**src/rtl/life_grid_seq.sv**
```systemverilog
// life_grid_seq: sequencer for an array of life_col4 columns.
// Seeds columns one row at a time, clears the whole grid, and gates the
// column evolve enable for a requested number of generations.
// Ports:
//   clk, reset (async, active-low)
//   load_valid/load_ready/load_data : column pattern handshake (bit r -> row r)
//   clear                           : zero the whole grid
//   start/gen_count                 : run gen_count generations
//   write_enb/val/row/col_sel       : column write port (col_sel all ones on clear)
//   enable                          : column evolve enable
//   busy/done                       : status, done pulses once at end of a run
//   gen_total                       : enabled cycles since reset, wraps at 2^16
module life_grid_seq #(
  parameter int unsigned NCOLS = 4,
  parameter int unsigned NROWS = 4,
  parameter int unsigned ROW_W = 2,
  parameter int unsigned GEN_W = 8
) (
  input  logic             clk,
  input  logic             reset,
  input  logic             load_valid,
  output logic             load_ready,
  input  logic [NROWS-1:0] load_data,
  input  logic             clear,
  input  logic             start,
  input  logic [GEN_W-1:0] gen_count,
  output logic             write_enb,
  output logic             val,
  output logic [ROW_W-1:0] row,
  output logic [NCOLS-1:0] col_sel,
  output logic             enable,
  output logic             busy,
  output logic             done,
  output logic [15:0]      gen_total
);

  localparam int unsigned PTR_W = (NCOLS > 1) ? $clog2(NCOLS) : 1;
  localparam int unsigned TOT_W = 16;

  typedef enum logic [2:0] {
    S_IDLE,
    S_LOAD,
    S_CLEAR,
    S_RUN,
    S_DONE
  } state_e;

  state_e             state_q, state_d;
  logic [PTR_W-1:0]   col_ptr_q, col_ptr_d;
  logic [NROWS-1:0]   data_q, data_d;
  logic [GEN_W-1:0]   gen_cnt_q, gen_cnt_d;
  logic               load_ready_q, load_ready_d;
  logic               write_enb_q, write_enb_d;
  logic               val_q, val_d;
  logic [ROW_W-1:0]   row_q, row_d;
  logic [NCOLS-1:0]   col_sel_q, col_sel_d;
  logic               enable_q, enable_d;
  logic               busy_q, busy_d;
  logic               done_q, done_d;
  logic [TOT_W-1:0]   gen_total_q, gen_total_d;

  // State and output registers
  always_ff @(posedge clk or negedge reset) begin
    if (!reset) begin
      state_q      <= S_IDLE;
      col_ptr_q    <= '0;
      data_q       <= '0;
      gen_cnt_q    <= '0;
      load_ready_q <= 1'b0;
      write_enb_q  <= 1'b0;
      val_q        <= 1'b0;
      row_q        <= '0;
      col_sel_q    <= '0;
      enable_q     <= 1'b0;
      busy_q       <= 1'b0;
      done_q       <= 1'b0;
      gen_total_q  <= '0;
    end else begin
      state_q      <= state_d;
      col_ptr_q    <= col_ptr_d;
      data_q       <= data_d;
      gen_cnt_q    <= gen_cnt_d;
      load_ready_q <= load_ready_d;
      write_enb_q  <= write_enb_d;
      val_q        <= val_d;
      row_q        <= row_d;
      col_sel_q    <= col_sel_d;
      enable_q     <= enable_d;
      busy_q       <= busy_d;
      done_q       <= done_d;
      gen_total_q  <= gen_total_d;
    end
  end

  // Next state and next registered outputs
  always_comb begin
    state_d     = state_q;
    col_ptr_d   = col_ptr_q;
    data_d      = data_q;
    gen_cnt_d   = gen_cnt_q;
    write_enb_d = 1'b0;
    val_d       = 1'b0;
    row_d       = '0;
    col_sel_d   = '0;
    enable_d    = 1'b0;
    done_d      = 1'b0;
    // gen_total counts cycles in which enable was actually high
    gen_total_d = gen_total_q + TOT_W'(enable_q);

    case (state_q)
      S_IDLE: begin
        // Requests are only honoured once load_ready is up after reset
        if (load_ready_q) begin
          if (load_valid) begin
            state_d     = S_LOAD;
            data_d      = load_data;
            write_enb_d = 1'b1;
            val_d       = load_data[0];
            col_sel_d   = NCOLS'(1) << col_ptr_q;
          end else if (clear) begin
            state_d     = S_CLEAR;
            write_enb_d = 1'b1;
            col_sel_d   = '1;
            col_ptr_d   = '0;
          end else if (start) begin
            if (gen_count == '0) begin
              state_d = S_DONE;
              done_d  = 1'b1;
            end else begin
              state_d   = S_RUN;
              enable_d  = 1'b1;
              gen_cnt_d = gen_count - GEN_W'(1);
            end
          end
        end
      end
      S_LOAD, S_CLEAR: begin
        if (row_q == ROW_W'(NROWS - 1)) begin
          state_d = S_IDLE;
          if (state_q == S_LOAD) begin
            col_ptr_d = (col_ptr_q == PTR_W'(NCOLS - 1)) ? '0 : col_ptr_q + PTR_W'(1);
          end
        end else begin
          write_enb_d = 1'b1;
          row_d       = row_q + ROW_W'(1);
          val_d       = (state_q == S_LOAD) ? data_q[row_d] : 1'b0;
          col_sel_d   = col_sel_q;
        end
      end
      S_RUN: begin
        // gen_cnt_q holds the enabled cycles still owed after this one
        if (gen_cnt_q == '0) begin
          state_d = S_DONE;
          done_d  = 1'b1;
        end else begin
          enable_d  = 1'b1;
          gen_cnt_d = gen_cnt_q - GEN_W'(1);
        end
      end
      S_DONE: begin
        state_d = S_IDLE;
      end
      default: begin
        state_d = S_IDLE;
      end
    endcase

    load_ready_d = (state_d == S_IDLE);
    busy_d       = (state_d != S_IDLE);
  end

  assign load_ready = load_ready_q;
  assign write_enb  = write_enb_q;
  assign val        = val_q;
  assign row        = row_q;
  assign col_sel    = col_sel_q;
  assign enable     = enable_q;
  assign busy       = busy_q;
  assign done       = done_q;
  assign gen_total  = gen_total_q;

endmodule

```
**config.mk**
```make
export PLATFORM = sky130hd
export DESIGN_NAME = life_grid_seq
export DESIGN_NICKNAME = d
export VERILOG_FILES = /design/src/rtl/life_grid_seq.sv
export SDC_FILE = /design/constraint.sdc
export NUM_CORES = 1
export LEC_CHECK = 0
export CORE_MARGIN = 2
export CORE_UTILIZATION = 51
export DETAILED_ROUTE_END_ITERATION = 12
export PLACE_DENSITY = 0.79
export SETUP_SLACK_MARGIN = 0.15
export SYNTH_ARGS = -nofsm -noshare
export SYNTH_HDL_FRONTEND = slang
export SYNTH_SLANG_ARGS = --single-unit
```
**constraint.sdc**
```tcl
create_clock -name clk -period 2.9 [get_ports clk]
set_clock_uncertainty 0.05 [all_clocks]
set_input_delay 0.58 -clock clk [delete_from_list [all_inputs] [get_ports clk]]
set_output_delay 0.58 -clock clk [all_outputs]
set_load 0.03 [all_outputs]
```
# Word-level counts from Yosys, hierarchy flattened
# Cells that the tools add are included.
[totals]
out_inout_bits = 28
ff_bits = 45
inputBits = 17
[op_classes]
n_addsub = 5
n_lt_le_gt_ge = 1
reduce_logical = 11
mux = 55
n_eq_ne = 14
shift = 1
[ops]
columns = ["cell", "count"]
rows = [
  ["8-bit two-way mux", 6],
  ["1-bit two-way mux", 21],
  ["3-bit two-way mux", 7],
  ["2-bit != test, second input constant", 9],
  ["16-bit by 1-bit adder with 16-bit output", 1],
  ["8-bit logical NOT", 2],
  ["2-bit two-way mux", 8],
  ["4-bit two-way mux", 4],
  ["8-bit case mux with 2 select lines", 1],
  ["8-bit by 1-bit subtractor with 8-bit output, second input constant", 2],
  ["3-bit case mux with 3 select lines", 1],
  ["1-bit case mux with 2 select lines", 4],
  ["4-bit case mux with 2 select lines", 1],
  ["7-bit AND reduction", 1],
  ["3-bit by 2-bit == test with 1-bit output, second input constant", 2],
  ["3-bit logical NOT", 2],
  ["6-bit AND reduction", 1],
  ["2-bit by 1-bit adder with 2-bit output, second input constant", 2],
  ["2-bit == test, second input constant", 2],
  ["2-bit case mux with 2 select lines", 1],
  ["2-bit nonzero test", 2],
  ["1-bit by 2-bit << shifter with 4-bit output, first input constant", 1],
  ["3-bit by 1-bit == test with 1-bit output, second input constant", 1],
  ["2-bit by 3-bit < comparator with 1-bit output, second input constant", 1],
  ["other kinds (4)", 4],
]

# Logic depth before layout (Yosys ltp)
# Gate-level depths: netlist of run 1.
[depth]
depth_word = 8
mapped_depth = 9
ltp_nobuf = 7

# Worst setup path before layout of run 1
# No wires, ideal clock.
[synth_timing]
path_type = "flip-flop to flip-flop"
from = "register state_q[0]"
to = "register gen_cnt_q[6]"
setup_slack_ps = 821
arrival_time_ps = 1897
path_stages_with_launch = 10
required_ps = 2718
n_path_buf = 2
period_less_slack_ps = 2079
path_cell_list = "dfrtp_1 buf_2 nand3b_1 clkbuf_1 mux2i_1 ha_1 inv_1 a21o_1 a311oi_1 a311oi_1"
[synth_via]
elab_chain_len = 3
elab_cells_between_ends = 11
[synth_lines]
columns = ["element", "line_no", "source"]
rows = [
  ["start: declaration", "48", "state_e state_q, state_d;"],
  ["start signal: assignment", "79", "state_q <= state_d;"],
  ["3-bit by 2-bit == test with 1-bit output or 3-bit logical NOT (tied branches)", "110", "case (state_q)"],
  ["2-bit != test (no line) or 2-bit nonzero test (tied branches)", "-", ""],
  ["7-bit AND reduction (no line)", "-", ""],
  ["end signal: assignment", "82", "gen_cnt_q <= gen_cnt_d;"],
  ["end: declaration", "51", "logic [GEN_W-1:0] gen_cnt_q, gen_cnt_d;"],
]
# Parallel ways exist; a longest one is shown, timed or not.
# A chain may end at the register's enable or synchronous reset.

# Worst setup path in the final report of run 1
[layout_timing]
from = "register state_q[1]"
to = "register gen_cnt_q[6]"
# Same word-level chain as after synthesis.

==> Flow_metrics.wiki, run 1 <==
{| class="wikitable"
! Metric !! Value
|-
| Crit path kind || flip-flop to flip-flop
|-
| Clk pin slew, worst setup/hold paths || 0.10 ns
|-
| Number of buffers created by CTS || 5
|-
| Delay contributed by the slowest stage of the critical path || 0.56 ns
|-
| Hold/Removal Path Class || input pin to async pin
|-
| Starting Density || 53.1%
|-
| Number of buffers on the longest clock path || 2
|-
| Post-Route Setup TNS || 0 ns
|-
| Final setup violation count || 0
|-
| Final worst path period need || 2.44 ns
|-
| Async S/R FF share, synth || 100%
|-
| Worst hold slack across all endpoints || 0.375 ns
|-
| Period utilization || 84.0%
|-
| Global router's overall resource usage || 20.7%
|-
| Antenna Nets Post-Route || 0
|-
| Pins over their slew limit || 0
|-
| Library cell used as clock root buffer || clkbuf_8
|-
| Avg Cell Area, Syn || 10.6 um2
|-
| Max_slew headroom || 35.7%
|-
| Worst slack at placement || 0.123 ns
|-
| Post-CTS setup repair buffer count || 0
|-
| Critical Path Slowest Stage Cell || dfrtp_1
|-
| Synth Register Bits || 45
|-
| Number of placement rows || 24
|-
| GR Overflow Total || 0
|-
| Hold-fix buffers, CTS || 0
|-
| Detailed-route wire length per cell || 14.9 um
|-
| Port Buffer Count || 44
|-
| Final cell count without fillers || 319
|-
| Count of H-tree levels built during CTS || 2
|-
| Diode insertion count for antenna repair || 0
|-
| Detailed-route wire length || 4760 um
|-
| Later-pin clock latency in the skew report || 0.30 ns
|-
| Iter 0 DRT Violations || 78
|-
| Worst-case setup margin in the final layout || 0.464 ns
|-
| Required time at the worst-slack endpoint || 3.04 ns
|-
| Placer Congestion || 0.838
|-
| Critical path capture point type || flip-flop
|-
| Largest net degree at the start of global routing || 46
|-
| Number of nets produced by synthesis || 244
|-
| Full die area || 5090 um2
|-
| Leakage power figure || 1.21 nW
|-
| Slew at the pin closest to its max-slew limit || 0.965 ns
|-
| Vertical die dimension || 71.3 um
|-
| # IOs || 45
|-
| Run status || completed
|-
| Post-synthesis instance total || 219
|-
| Via count of the routed design || 1846
|-
| Max-capacitance violation count || 0
|-
| Clock sink total || 45
|-
| DP HPWL || 3500 um
|-
| Yosys Warn Count || 0
|-
| Post-Place Cells || 311
|-
| Count of different cell masters after synthesis || 51
|-
| Count of flip-flops with a built-in enable after synthesis || 0
|-
| Area of all placed cells without fillers || 2890 um2
|-
| Length of the first detailed-routing pass in iterations || 5
|-
| Sequential share of the synthesized area || 48.7%
|-
| Leading register cell type out of synthesis || dfrtp_1
|-
| Unrepaired setup endpoints after global routing || no
|-
| Gate family responsible for the most delay along the worst path || flip-flops
|-
| Total power divided by cell area || 871 nW/um2
|-
| Share of layout cells above drive strength 1 || 8.61%
|-
| Layout overhead on the synthesized area || 25.0%
|-
| Combined buffer and inverter count along the critical path || 1
|-
| Net total in the final layout || 291
|-
| Top achievable clock speed || 410 MHz
|-
| Post-DR vias/cell || 5.79
|-
| Quantity of gates resized following cts || 0
|-
| Worst vdd rail ir drop || 0.000413 V
|-
| Antenna violations before repair || 0
|-
| Data arrival time of the critical path || 2.57 ns
|-
| Core Region || 4350 um2
|-
| List of cells traversed by the critical path || and3b_1 > mux2i_1 > ha_1 > inv_1 > a21o_1 > a311oi_1 > a311oi_1
|-
| Hold violation total from the final report || 0
|-
| Via count of the first global-routing pass || 1739
|-
| Die Wd || 71.3 um
|-
| Clock tree from TritonCTS || built
|-
| CP dominant cell by count || a311oi_1
|-
| CP startpoint kind || flip-flop
|-
| Detailed-route DRC error count || 0
|-
| Maximum fanout along the worst path || 11
|-
| Global-route wire length before repair || 8260 um
|-
| Netlist Area Pre-Place || 2310 um2
|-
| Instance area at placement || 2790 um2
|}
[kinds of logic (layout without fill, tap and decap cells)]
| kind of cell | Yosys count | count (layout) | share of synthesized area, % |
|---|---|---|---|
| AOI/OAI and AO/OA | 43 | 43 | 13.3 |
| xor gates and xnor gates | 15 | 15 | 5.68 |
| buffers and inverters | 13 | 61 | 2.71 |
| DFF | 45 | 45 | 48.7 |
| muxes | 6 | 6 | 3.19 |
| adders and majority gates | 8 | 8 | 4.33 |
| and+or+nand+nor | 89 | 89 | 22.0 |
[through the flow]
stage	utilization [%]	total power, W
final	66.3	0.00252
after global routing	66.3	0.00268
after CTS	66.3	0.00254
after detailed placement	64.2	0.00212
after global placement	64.2	0.00209
after floorplan	-	0.00175
[worst register-to-register path, cell delays in order, from the launching register on]
cell and delay [ns]:
dfrtp_1 0.56, and3b_1 0.52, mux2i_1 0.30, ha_1 0.23, inv_1 0.11, a21o_1 0.19, a311oi_1 0.28, a311oi_1 0.08
[Yosys cell counts (all sizes together) (2+ instances only)]
| cell | number | area (um2) |
|---|---|---|
| a211oi | 2 | 15.0 |
| a21o | 2 | 15.0 |
| a21oi | 6 | 30.0 |
| a221o | 4 | 40.0 |
| a22o | 3 | 26.3 |
| a311oi | 4 | 35.0 |
| and2 | 2 | 12.5 |
| and3 | 2 | 12.5 |
| buf | 5 | 32.5 |
| clkbuf | 2 | 7.51 |
| dfrtp | 45 | 1130 |
| ha | 8 | 100 |
| inv | 6 | 22.5 |
| mux2i | 4 | 40.0 |
| nand2 | 25 | 96.4 |
| nand3 | 7 | 35.0 |
| nand3b | 3 | 22.5 |
| nand4 | 5 | 31.3 |
| nor2 | 16 | 60.1 |
| nor3 | 6 | 30.0 |
| nor3b | 3 | 45.1 |
| nor4 | 5 | 31.3 |
| o211ai | 2 | 15.0 |
| o21ai | 13 | 68.8 |
| o31ai | 3 | 22.5 |
| or2 | 4 | 25.0 |
| or3 | 2 | 12.5 |
| or4 | 4 | 33.8 |
| xnor2 | 11 | 96.3 |
| xor2 | 4 | 35.0 |
[final cells by class]
type | count | area [um2]
fillers | 367 | 1470
flip-flops and latches | 45 | 1130
multi-input cells | 161 | 1120
repair buffers | 47 | 458
clock buffers | 5 | 68.8
well taps | 52 | 65.1
clock inverters | 3 | 25.0
inverters | 6 | 22.5
[worst paths after layout]
path                            cells after the start            end  slack (ns)          start
worst max-delay path                                7   gen_cnt_q[6]        0.46     state_q[1]
worst min-delay path                                1   gen_total[8]        0.37          reset
worst max register to register                      7   gen_cnt_q[6]        0.46     state_q[1]
worst min register to register                      1  gen_total[15]        0.42  gen_total[15]
max in group asynchronous                           1   gen_total[0]        1.84          reset
min in group clk                                    1  gen_total[15]        0.42  gen_total[15]
[sequential cells by signal, indices dropped and copies added, names as in the netlist, 2 cells and up]
signal,flops
state_q,3
gen_cnt_q,8
row,2
col_ptr_q,2
data_q,4
gen_total,16
col_sel,4
[power by group]
part           switching (W)  internal (W)  total (W)
registers           0.000209      0.000828    0.00104
logic               0.000596      0.000471    0.00107
clock network       0.000238      0.000174   0.000412
total                0.00104       0.00147    0.00252
[metal layers]
| layer | share of wire, % | GRT usage, % |
|---|---|---|
| met5 | 0 | 0 |
| met4 | 1.8 | 8.39 |
| met3 | 5.0 | 3.94 |
| met2 | 46 | 31.6 |
| met1 | 47 | 29.3 |
[cells in the final DEF, fill, tap and decap left out, types with 4 or more instances in the layout]
cell type        count
clkbuf_8             5
nand2_1             24
xnor2_1             11
dfrtp_1             45
clkdlybuf4s50_1     43
nor2_1              16
a221o_1              4
xor2_1               4
nor4_1               5
o21ai_0              9
inv_1                6
mux2i_1              4
a21oi_1              6
a311oi_1             4
nand4_1              5
nand3_1              7
ha_1                 8
nor3_1               6
No activity file was read; power rests on OpenSTA's default activity.
==> run 2: changes to the inputs <==
- clock period: 2.9 -> 2.5 ns (I/O delays scaled with it)
==> run 2 against run 1 <==
Count of clock-buffer cells in the layout up 1. Sequential power up 15%. Non-clock buffer count up 7. Final cell count up 1.9%. Clock power up 11%. Power up 17%. Die area unchanged. Sequential cell count unchanged. Combinational power up 20%. Sequential share of layout area down 0.65 points. Critical path type is now input pin to flip-flop. Global-route usage up 0.48 points. First-iteration DRC count up 26%.
==> Flow_metrics.wiki, run 2 (synthesis results as in run 1) <==
{| class="wikitable"
! Metric !! Value
|-
| Diode insertion count for antenna repair || 0 (unchanged)
|-
| Global router's overall resource usage || 21.2% (+0.48 points)
|-
| Required time at the worst-slack endpoint || 2.64 ns (-0.40 ns)
|-
| Core Region || 4350 um2 (unchanged)
|-
| Hold violation total from the final report || 0 (unchanged)
|-
| Hold/Removal Path Class || input pin to async pin
|-
| Port Buffer Count || 44 (unchanged)
|-
| Final core area utilization || 67.4% (+1.1 points)
|-
| Worst vdd rail ir drop || 0.000621 V (+51%)
|-
| Switching power share of the total || 40.4% (-1.1 points)
|-
| Share of power burned in registers || 40.8% (-0.4 points)
|-
| Via count of the routed design || 1909 (+3.4%)
|-
| Starting Density || 53.1% (unchanged)
|-
| Crit path kind || input pin to flip-flop
|-
| Count of fill cells added during filler insertion || 332 (-9.5%)
|-
| Share of layout cells above drive strength 1 || 10.6% (+2.0 points)
|-
| Clock tree from TritonCTS || built
|-
| Number of buffers created by CTS || 5 (unchanged)
|-
| Unrepaired setup endpoints after global routing || no
|-
| Iter 0 DRT Violations || 98 (+26%)
|-
| Maximum fanout along the worst path || 7 (-4)
|-
| Detailed-route wire length per cell || 15.3 um (+2.3%)
|-
| Post-Place Cells || 318 (+2.3%)
|-
| Number of buffers on the longest clock path || 2 (unchanged)
|-
| Post-DR vias/cell || 5.87 (+1.5%)
|-
| Antenna violations before repair || 0 (unchanged)
|-
| Critical path capture point type || flip-flop
|-
| Run status || completed
|-
| Post-Route Setup TNS || 0 ns (unchanged)
|-
| Most frequent standard cell in the layout excluding fill and tap cells || dfrtp_1
|-
| Cell Int Power || 0.00175 W (+19%)
|-
| Post-CTS setup repair buffer count || 0 (unchanged)
|-
| Max_slew headroom || 58.3% (+23 points)
|-
| Period utilization || 85.3%
|-
| Count of H-tree levels built during CTS || 2 (unchanged)
|-
| Total power divided by cell area || 1000 nW/um2 (+15%)
|-
| Full die area || 5090 um2 (unchanged)
|-
| Top achievable clock speed || 469 MHz
|-
| Library cell used as clock root buffer || clkbuf_8
|-
| Hold-fix buffers, CTS || 0 (unchanged)
|-
| Proportion of power drawn by the clock network || 15.6% (-0.8 points)
|-
| Max-capacitance violation count || 0 (unchanged)
|-
| Die Wd || 71.3 um (unchanged)
|-
| Via count of the first global-routing pass || 1878 (+8.0%)
|-
| Net switching power || 0.00119 W (+14%)
|-
| Global-route wire length before repair || 8450 um (+2.3%)
|-
| Clock sink total || 45 (unchanged)
|-
| Final worst path period need || 2.13 ns
|-
| Final cell count without fillers || 325 (+1.9%)
|-
| Leakage power figure || 1.25 nW (+2.8%)
|-
| Largest net degree at the start of global routing || 18 (-61%)
|-
| DP HPWL || 3680 um (+5.0%)
|-
| Antenna Nets Post-Route || 0 (unchanged)
|-
| Max FFs per register || 16 (unchanged)
|-
| Combinational cell fraction of total power || 43.6% (+1.2 points)
|-
| Length of the first detailed-routing pass in iterations || 4 (-1)
|-
| GR Overflow Total || 0 (unchanged)
|-
| Placer Congestion || 0.828 (-1.3%)
|-
| Detailed-route DRC error count || 0 (unchanged)
|-
| Net total in the final layout || 298 (+2.4%)
|-
| Top library cells by usage in the layout, fill and taps aside || 45 x dfrtp_1, 43 x clkdlybuf4s50_1, 24 x nand2_1
|-
| Detailed-route wire length || 4960 um (+4.2%)
|-
| # IOs || 45 (unchanged)
|-
| Layout overhead on the synthesized area || 27.1%
|-
| Slew at the pin closest to its max-slew limit || 0.620 ns (-0.345 ns)
|-
| Clk pin slew, worst setup/hold paths || 0.08 ns (-0.02 ns)
|-
| Vertical die dimension || 71.3 um (unchanged)
|-
| Number of placement rows || 24 (unchanged)
|-
| Data arrival time of the critical path || 2.27 ns (-0.30 ns)
|-
| CP startpoint kind || input pin
|-
| Final setup violation count || 0 (unchanged)
|-
| Pins over their slew limit || 0 (unchanged)
|-
| Quantity of gates resized following cts || 0 (unchanged)
|-
| Pwr Total || 0.00294 W (+17%)
|-
| Later-pin clock latency in the skew report || 0.29 ns (about the same)
|-
| Worst R2R Setup Slack || 0.42 ns (-0.04 ns)
|}
[run 2: cell count changes in the layout (fill, tap and decap cells not counted)]
cell / previous run / this run
buf_4: 3 / 10
clkbuf_8: 5 / 6
clkinv_4: 1 / 0
inv_6: 1 / 0
[run 2: cell type report]
cell class              count  area (um2)  area share [%]
clock inverters             1        7.51           0.256
inverters                   6        22.5           0.767
flip-flops and latches     45        1130            38.3
repair buffers             54         510            17.4
multi-input cells         161        1120            38.2
clock buffers               6        82.6            2.81
well taps                  52        65.1            2.22
[run 2: worst max-delay path: stages]
cell	delay (ns)
clkdlybuf4s50_1	0.51
nor2b_1	0.28
nand3b_1	0.17
o21ai_1	0.29
buf_4	0.22
a21oi_1	0.07
a211oi_1	0.24
[run 2: power groups by stage]
stage | combinational [W] | clock [W] | sequential, W
after floorplan | 0.000669 | 0 | 0.00136
after global placement | 0.00125 | 0 | 0.00120
after CTS | 0.00129 | 0.000468 | 0.00120
after detailed placement | 0.00128 | 0 | 0.00121
after global routing | 0.00139 | 0.000499 | 0.00124
final | 0.00128 | 0.000459 | 0.00120
[run 2: final timing paths]
kind / start / to / cells past startpoint
worst max-delay path: start / gen_cnt_q[5] / 7
worst min-delay path: reset / gen_total[4] / 1
worst max register to register: state_q[1] / gen_cnt_q[6] / 7
worst min register to register: gen_total[15] / gen_total[15] / 1
max in group asynchronous: reset / data_q[3] / 2
min in group clk: gen_total[15] / gen_total[15] / 1
[run 2: per-layer routing]
metal,GRT usage (%),vias up,share of wire [%]
met4,7.34,0,0.58
li1,-,903,-
met5,0,-,0
met3,5.20,2,6.5
met2,34.1,78,48
met1,28.2,926,45
[run 2: through the flow]
step                hold slack (ns)  setup WS [ns]  cell area, um2
global placement              0.403          0.127            2850
finish                       0.0801          0.368            2940
floorplan                     0.154          0.421            2310
global route                  0.101          0.229            2940
detailed placement            0.405         0.0472            2850
CTS                          0.0858          0.382            2940
